File: src/rtl/arith_pkg.sv
// arith_pkg: shared FSM state encoding and sizing constants for the LCM engine
package arith_pkg;
  typedef enum logic [2:0] {IDLE, GCD, DIV, MUL, DONE} lcm_state_t;
  localparam int LCM_N = 8;
  localparam int DIV_CNT_W = $clog2(LCM_N);
endpackage

File: src/rtl/gcd_iter.sv
// gcd_iter: registered subtraction-loop GCD, one Euclid step per cycle
module gcd_iter #(
  parameter int N = 8
) (
  input  logic         clk,
  input  logic         rst_n,
  input  logic         start,
  input  logic [N-1:0] a,
  input  logic [N-1:0] b,
  output logic         busy,
  output logic         done,
  output logic [N-1:0] g
);
  logic [N-1:0] ra, rb;
  // load on start (zero operands never start, the loop would not terminate); then subtract smaller from larger
  always_ff @(posedge clk or negedge rst_n)
    if (!rst_n) begin
      ra <= '0;
      rb <= '0;
      busy <= 1'b0;
    end else if (start) begin
      ra <= a;
      rb <= b;
      busy <= (a != '0) && (b != '0);
    end else if (busy) begin
      if (ra > rb) ra <= ra - rb;
      else if (rb > ra) rb <= rb - ra;
      else busy <= 1'b0;
    end
  assign done = busy && (ra == rb);
  assign g = ra;
endmodule

File: src/rtl/lcm_calculator.sv
// lcm_calculator: handshaked multi-cycle LCM/GCD engine, lcm = (a / gcd) * b
module lcm_calculator
  import arith_pkg::*;
#(
  parameter int N = LCM_N
) (
  input  logic           clk,
  input  logic           rst_n,
  input  logic           in_valid,
  output logic           in_ready,
  input  logic [N-1:0]   in1,
  input  logic [N-1:0]   in2,
  output logic           out_valid,
  input  logic           out_ready,
  output logic [2*N-1:0] lcm,
  output logic [N-1:0]   hcf
);
  localparam int W2 = 2 * N;
  lcm_state_t state, nxt;
  logic [N-1:0] dq, ob, g, rem, gcd_g;
  logic [DIV_CNT_W-1:0] cnt;
  logic [N:0] trial, diff;
  logic accept, zero, gcd_busy, gcd_done;
  assign in_ready = (state == IDLE);
  assign out_valid = (state == DONE);
  assign accept = in_valid && in_ready;
  assign zero = (in1 == '0) || (in2 == '0);
  assign trial = {rem, dq[N-1]};
  assign diff = trial - {1'b0, g};
  gcd_iter #(.N(N)) u_gcd (
    .clk  (clk),
    .rst_n(rst_n),
    .start(accept && !zero),
    .a    (in1),
    .b    (in2),
    .busy (gcd_busy),
    .done (gcd_done),
    .g    (gcd_g)
  );
  // state register
  always_ff @(posedge clk or negedge rst_n)
    if (!rst_n) state <= IDLE;
    else state <= nxt;
  // next-state: zero operands short-circuit to DONE, otherwise GCD -> DIV -> MUL -> DONE
  always_comb begin
    nxt = state;
    case (state)
      IDLE: nxt = accept ? (zero ? DONE : GCD) : IDLE;
      GCD:  nxt = gcd_done ? DIV : (gcd_busy ? GCD : IDLE);
      DIV:  nxt = (cnt == DIV_CNT_W'(N - 1)) ? MUL : DIV;
      MUL:  nxt = DONE;
      DONE: nxt = out_ready ? IDLE : DONE;
      default: nxt = IDLE;
    endcase
  end
  // datapath: dq holds oa and shifts quotient bits in as the restoring divider consumes dividend bits
  always_ff @(posedge clk or negedge rst_n)
    if (!rst_n) begin
      dq <= '0;
      ob <= '0;
      g <= '0;
      rem <= '0;
      cnt <= '0;
      lcm <= '0;
      hcf <= '0;
    end else begin
      case (state)
        IDLE: if (accept) begin
          dq <= in1;
          ob <= in2;
          if (zero) begin
            lcm <= '0;
            hcf <= in1 | in2;
          end
        end
        GCD: if (gcd_done) begin
          g <= gcd_g;
          rem <= '0;
          cnt <= '0;
        end
        DIV: begin
          rem <= diff[N] ? trial[N-1:0] : diff[N-1:0];
          dq <= {dq[N-2:0], ~diff[N]};
          cnt <= cnt + 1'b1;
        end
        MUL: begin
          lcm <= W2'(dq) * W2'(ob);
          hcf <= g;
        end
        default: ;
      endcase
    end
endmodule

File: config.mk
export PLATFORM = sky130hd
export DESIGN_NAME = lcm_calculator
export DESIGN_NICKNAME = d
export VERILOG_FILES = /design/src/rtl/arith_pkg.sv /design/src/rtl/gcd_iter.sv /design/src/rtl/lcm_calculator.sv
export SDC_FILE = /design/constraint.sdc
export NUM_CORES = 1
export LEC_CHECK = 0
export CAP_MARGIN = 0
export CORE_ASPECT_RATIO = 2
export CORE_MARGIN = 2
export CORE_UTILIZATION = 65
export DETAILED_ROUTE_END_ITERATION = 16
export GPL_TIMING_DRIVEN = 1
export HOLD_SLACK_MARGIN = 0.06
export PLACE_DENSITY = 0.87
export SLEW_MARGIN = 20
export SYNTH_ARGS = -nofsm -noshare
export SYNTH_HDL_FRONTEND = slang
export SYNTH_SLANG_ARGS = --single-unit
File: constraint.sdc
create_clock -name clk -period 9.8 [get_ports clk]
set_input_delay 1.47 -clock clk [delete_from_list [all_inputs] [get_ports clk]]
set_output_delay 1.47 -clock clk [all_outputs]
set_load 0.05 [all_outputs]
==> flow_metrics.tcl, run 1 <==
set metrics [dict create \
    status "finished, final reports clean" \
    antenna_found_initial 0 \
    relSlewSlack_pct 47.6 \
    crit_chain "nand2_1 -> fa_1 -> fa_1 -> inv_1 -> fa_1 -> inv_1 -> fa_1 -> inv_1 -> ha_1 -> o21ai_0 -> o21ai_0 -> a41oi_1 -> o31ai_1 -> xnor2_1 -> o21ai_0" \
    pin_count 46 \
    synth_area_leaders "dfrtp_1 30%, fa_1 12%, ha_1 12%" \
    nets 879 \
    critPathMostFrequentCell "fa_1" \
    cts_root_buf "clkbuf_16" \
    required_ns 10.00 \
    routedWlPerCell_um 19.6 \
    syn_area_per_cell_um2 9.10 \
    maxCapViolations 0 \
    diodes 0 \
    synth-main-ff-cell "dfrtp_1" \
    place_area_um2 7120 \
    drive_above_1_share_pct 4.98 \
    tightest_slew_ns 0.780 \
    dr.pass1.iters 5 \
    async_reset_ff_share_pct 100 \
    ctsResizeCount 0 \
    hold_buffers 0 \
    clk_pin_slew_ns 0.07 \
    synth_most_common_cell "nand2_1" \
    postCtsSetupBuffers 0 \
    htree_levels 3 \
    final_cells 898 \
    hp-class "reg -> reg" \
    totalWireLength_mm 17.6 \
    globalRouteTotalUtil_pct 34.4 \
    synth_edf_count 0 \
    post-route-period-util_pct 47.1 \
    io_buffers 45 \
    area_growth_syn_to_layout_pct 11.8 \
    syn_nets 848 \
    gp_congestion 0.988 \
    drt_iter0_drc 325 \
    slew_viol_final 0 \
    cp_num_buf_inv 3 \
    seq_area_frac_synth_pct 29.9 \
    worst_setup_path_end_kind "flip-flop" \
    grt_pass1_wl_mm 28.7 \
    synth_cells 727 \
    ys_warn_count 0 \
    yosys.area.top_type "dfrtp_1" \
    synth_cell_types 66 \
    ys_top_cells_by_count "100 x nand2_1, 81 x inv_1, 79 x dfrtp_1" \
    design_area_um2 7400 \
    die_area_um2 11100 \
    cpPeakStageDelay_ns 0.55 \
    drc 0 \
    antenna_left 0 \
    cts_sinks 79 \
    netlist_area_um2 6620 \
    rsz0062_at_grt "false" \
    start_util_pct 66.1 \
    cts_tree "yes" \
    routed_via_density 6.19 \
    finalSetupViolCount 0 \
    path_max_fanout 10 \
    fin_tns_setup_ns 0 \
    fin_crit_ns 4.61 \
    yosys.area.top_type_share_pct 29.9 \
    die_w_um 75.4 \
    hold_viol_final 0 \
    vias 5555 \
    startpoint_type "flip-flop" \
    cts-buffers-inserted 9 \
    crit_slowest_cell "fa_1" \
    dp_cells 882 \
    cts_buffer_depth 2 \
    core_um2 10000 \
    clock_latency_ns 0.35 \
    arrival_ns 4.81 \
    crit_family "adder cells" \
    fp-row-count 52 \
    grt_max_degree 80 \
    fin_skew_ns 0.00971 \
    gr-total-overflow 0 \
    grt_pass1_vias 5939 \
    fmax_ghz 0.217 \
    post-dp-hpwl_mm 13.4 \
    ys_ff_latch 79 \
    die_h_um 147 \
    crit_type "reg -> reg" \
]
==> cells by family after synthesis <==
| family | Yosys count | synth area share [%] |
|---|---|---|
| XOR/XNOR | 22 | 2.91 |
| buffers and inverters | 111 | 6.92 |
| AO/OA/AOI/OAI | 160 | 15.7 |
| adder cells (fa/ha/maj) | 101 | 23.5 |
| flip-flops | 79 | 29.9 |
| multiplexers | 18 | 2.78 |
| AND/OR/NAND/NOR | 236 | 18.3 |
==> cell usage in the layout, fill, tap and decap left out, types with 11 or more instances in the layout <==
cell type        instances
xnor2_1                 13
nand2_1                100
nor2_1                  27
and2_1                  52
clkdlybuf4s50_1         44
fa_1                    39
ha_1                    62
a21oi_1                 20
dfrtp_1                 79
o21a_1                  11
o21ai_0                 64
mux2i_1                 15
inv_1                   81
==> final timing paths <==
kind / to / slack, ns / start / cells after the start
hold reg to reg: hcf[6] / 0.48 / hcf[6] / 2
min in group asynchronous: u_gcd.rb[5] / 1.13 / rst_n / 1
setup reg to reg: lcm[15] / 5.19 / dq[1] / 15
setup / recovery: lcm[15] / 5.19 / dq[1] / 15
hold / removal: hcf[6] / 0.48 / hcf[6] / 2
max in group asynchronous: lcm[6] / 8.13 / rst_n / 1
==> layer usage <==
metal	vias to the layer above	track usage, %	routed length, um
met5	-	0	0
met4	0	22.6	1350
met3	83	6.31	720
met2	208	59.5	9650
met1	2758	36.1	5890
li1	2506	-	-
==> area by class of cell <==
class / count / area (um2)
multi-input cells: 537 / 4180
fillers: 761 / 2620
flip-flops and latches: 79 / 1980
repair buffers: 49 / 482
inverters: 82 / 308
clock buffers: 10 / 229
well taps: 135 / 169
clock inverters: 6 / 51.3
==> state kept, by name, indices dropped and copies added (netlist names) <==
| signal | flops |
|---|---|
| cnt | 3 |
| lcm | 16 |
| u_gcd.busy | 1 |
| rem | 8 |
| dq | 8 |
| g | 8 |
| state | 3 |
| ob | 8 |
| u_gcd.g | 8 |
| u_gcd.rb | 8 |
| hcf | 8 |
==> through the flow <==
stage	utilization (%)	hold WS, ns	setup WS, ns
2_1_floorplan	-	0.464	5.48
3_3_place_gp	71.0	0.463	5.32
3_5_place_dp	71.0	0.473	5.19
4_1_cts	73.8	0.488	5.18
5_1_grt	73.9	0.515	4.98
6_report	73.9	0.483	5.19
==> worst reg2reg max path, stage by stage (launching register included) <==
cell     delay, ns
dfrtp_1       0.50
nand2_1       0.14
fa_1          0.51
fa_1          0.55
inv_1         0.06
fa_1          0.52
inv_1         0.05
fa_1          0.53
inv_1         0.04
ha_1          0.33
o21ai_0       0.14
o21ai_0       0.33
a41oi_1       0.21
o31ai_1       0.33
xnor2_1       0.14
o21ai_0       0.08
Power of run 1 is not shown: default switching activity piles up to over one toggle a cycle in this logic, so the estimate is an artifact.
==> inputs of run 2 (changes only) <==
--- a/config.mk
+++ b/config.mk
@@ -8,11 +8,11 @@
 export CAP_MARGIN = 0
 export CORE_ASPECT_RATIO = 2
 export CORE_MARGIN = 2
-export CORE_UTILIZATION = 65
+export CORE_UTILIZATION = 55
 export DETAILED_ROUTE_END_ITERATION = 16
 export GPL_TIMING_DRIVEN = 1
 export HOLD_SLACK_MARGIN = 0.06
-export PLACE_DENSITY = 0.87
+export PLACE_DENSITY = 0.78
 export SLEW_MARGIN = 20
 export SYNTH_ARGS = -nofsm -noshare
 export SYNTH_HDL_FRONTEND = slang
==> constraint.sdc (replaced) <==
create_clock -name clk -period 4.2 [get_ports clk]
set_input_delay 0.63 -clock clk [delete_from_list [all_inputs] [get_ports clk]]
set_output_delay 0.63 -clock clk [all_outputs]
set_load 0.05 [all_outputs]
==> flow_metrics.tcl, run 2 (synthesis gave the netlist of run 1 again) <==
set metrics [dict create \
    cpPeakStageDelay_ns 0.52 \
    met1_usage_pct 27.6 \
    cts_buffer_depth 2 \
    crit_slowest_cell "fa_1" \
    totalWireLength_mm 18.1 \
    finalSetupViolCount 0 \
    slew_viol_final 0 \
    htree_levels 3 \
    dr.pass1.iters 7 \
    diodes 0 \
    start_util_pct 56.6 \
    cts-buffers-inserted 9 \
    maxCapViolations 0 \
    routed_via_density 5.88 \
    drive_above_1_share_pct 15.7 \
    hold_slack_ns 0.310 \
    crit_family "adder cells" \
    final_common_cell "nand2_1" \
    cp_num_buf_inv 3 \
    cts_tree "yes" \
    hold_viol_final 0 \
    register_area_um2 1980 \
    nets 925 \
    grt_pass1_wl_mm 28.8 \
    startpoint_type "flip-flop" \
    final_cells 954 \
    tightest_slew_ns 0.747 \
    grt_max_degree 80 \
    dp_slack_ns -0.277 \
    largest_register "lcm" \
    status "finished, final reports clean" \
    crit_chain "buf_6 -> and2_4 -> fa_2 -> fa_1 -> fa_1 -> inv_2 -> fa_1 -> inv_2 -> ha_4 -> o21a_1 -> o21ai_2 -> a21oi_2 -> nor3_2 -> or4_1 -> nand3_1" \
    hp-class "in -> async" \
    timing.final.ws_setup_ns 0.0143 \
    die_area_um2 13000 \
    largest_reg_flops 16 \
    cts_root_buf "clkbuf_16" \
    cts_sinks 79 \
    die_h_um 159 \
    rsz0062_at_grt "true" \
    worst_setup_path_end_kind "flip-flop" \
    use_met3_pct 4.02 \
    fp-row-count 56 \
    critPathMostFrequentCell "fa_1" \
    clk_pin_slew_ns 0.07 \
    design_area_um2 7950 \
    globalRouteTotalUtil_pct 29.5 \
    path_max_fanout 4 \
    relSlewSlack_pct 50.0 \
    dp_cells 929 \
    drc 0 \
    fin_skew_ns 0.00839 \
    grt_most_used_layer "met2" \
    fin_crit_ns 4.19 \
    grt_use_met2_pct 53.8 \
    antenna_found_initial 0 \
    vias 5612 \
    multiInputGateArea_um2 4340 \
    hold_buffers 0 \
    die_w_um 81.6 \
    final_cell_mix "99 x nand2_1, 74 x inv_1, 73 x dfrtp_1" \
    post-dp-hpwl_mm 14.2 \
    drt_iter0_drc 217 \
    clock_latency_ns 0.34 \
    gp_congestion 0.901 \
    pin_count 46 \
    required_ns 4.48 \
    area_growth_syn_to_layout_pct 20.1 \
    grt_pass1_vias 6006 \
    io_buffers 45 \
    place_area_um2 7410 \
    fillers 913 \
    arrival_ns 4.46 \
    post-route-period-util_pct 99.7 \
    antenna_left 0 \
    gr-total-overflow 0 \
    core_um2 11700 \
    routedWlPerCell_um 19.0 \
    crit_type "reg -> reg" \
    fmax_ghz 0.239 \
]
==> run 2: through the flow <==
step | setup TNS [ns] | util (%)
2_1_floorplan | 0 | -
3_3_place_gp | -0.474 | 63.4
3_5_place_dp | -1.12 | 63.4
4_1_cts | -0.198 | 67.5
5_1_grt | -0.310 | 68.0
6_report | 0 | 68.0
==> run 2: metal layers <==
metal / vias to the layer above / wire length [um]
met5: - / 0
met3: 98 / 640
li1: 2606 / -
met2: 208 / 10100
met1: 2700 / 5740
met4: 0 / 1650
==> run 2: final timing paths <==
kind | from | to | slack (ns) | cells past startpoint
min | rst_n | rem[6] | 0.31 | 1
max | ob[5] | lcm[14] | 0.01 | 15
max in group asynchronous | rst_n | ob[2] | 3.33 | 1
min in group clk | hcf[5] | hcf[5] | 0.48 | 2
max reg2reg | ob[5] | lcm[14] | 0.01 | 15
min reg2reg | hcf[5] | hcf[5] | 0.48 | 2
==> run 2: area by class of cell <==
cell class	count	share of cell area (%)
Sequential cell	79	25.0
Clock buffer	10	3.01
Inverter	82	3.87
Clock inverter	6	0.865
Tap cell	145	2.28
Multi-Input combinational cell	537	54.5
Timing Repair Buffer	95	10.5
==> run 2: repair_timing <==
| action | in CTS | in global routing |
|---|---|---|
| buffers inserted | 8 | 1 |
| resized for setup | 26 | 22 |
| setup endpoints to repair | 6 | 8 |
| pin swaps | 28 | 41 |
Power of run 2 is left out for the same reason.
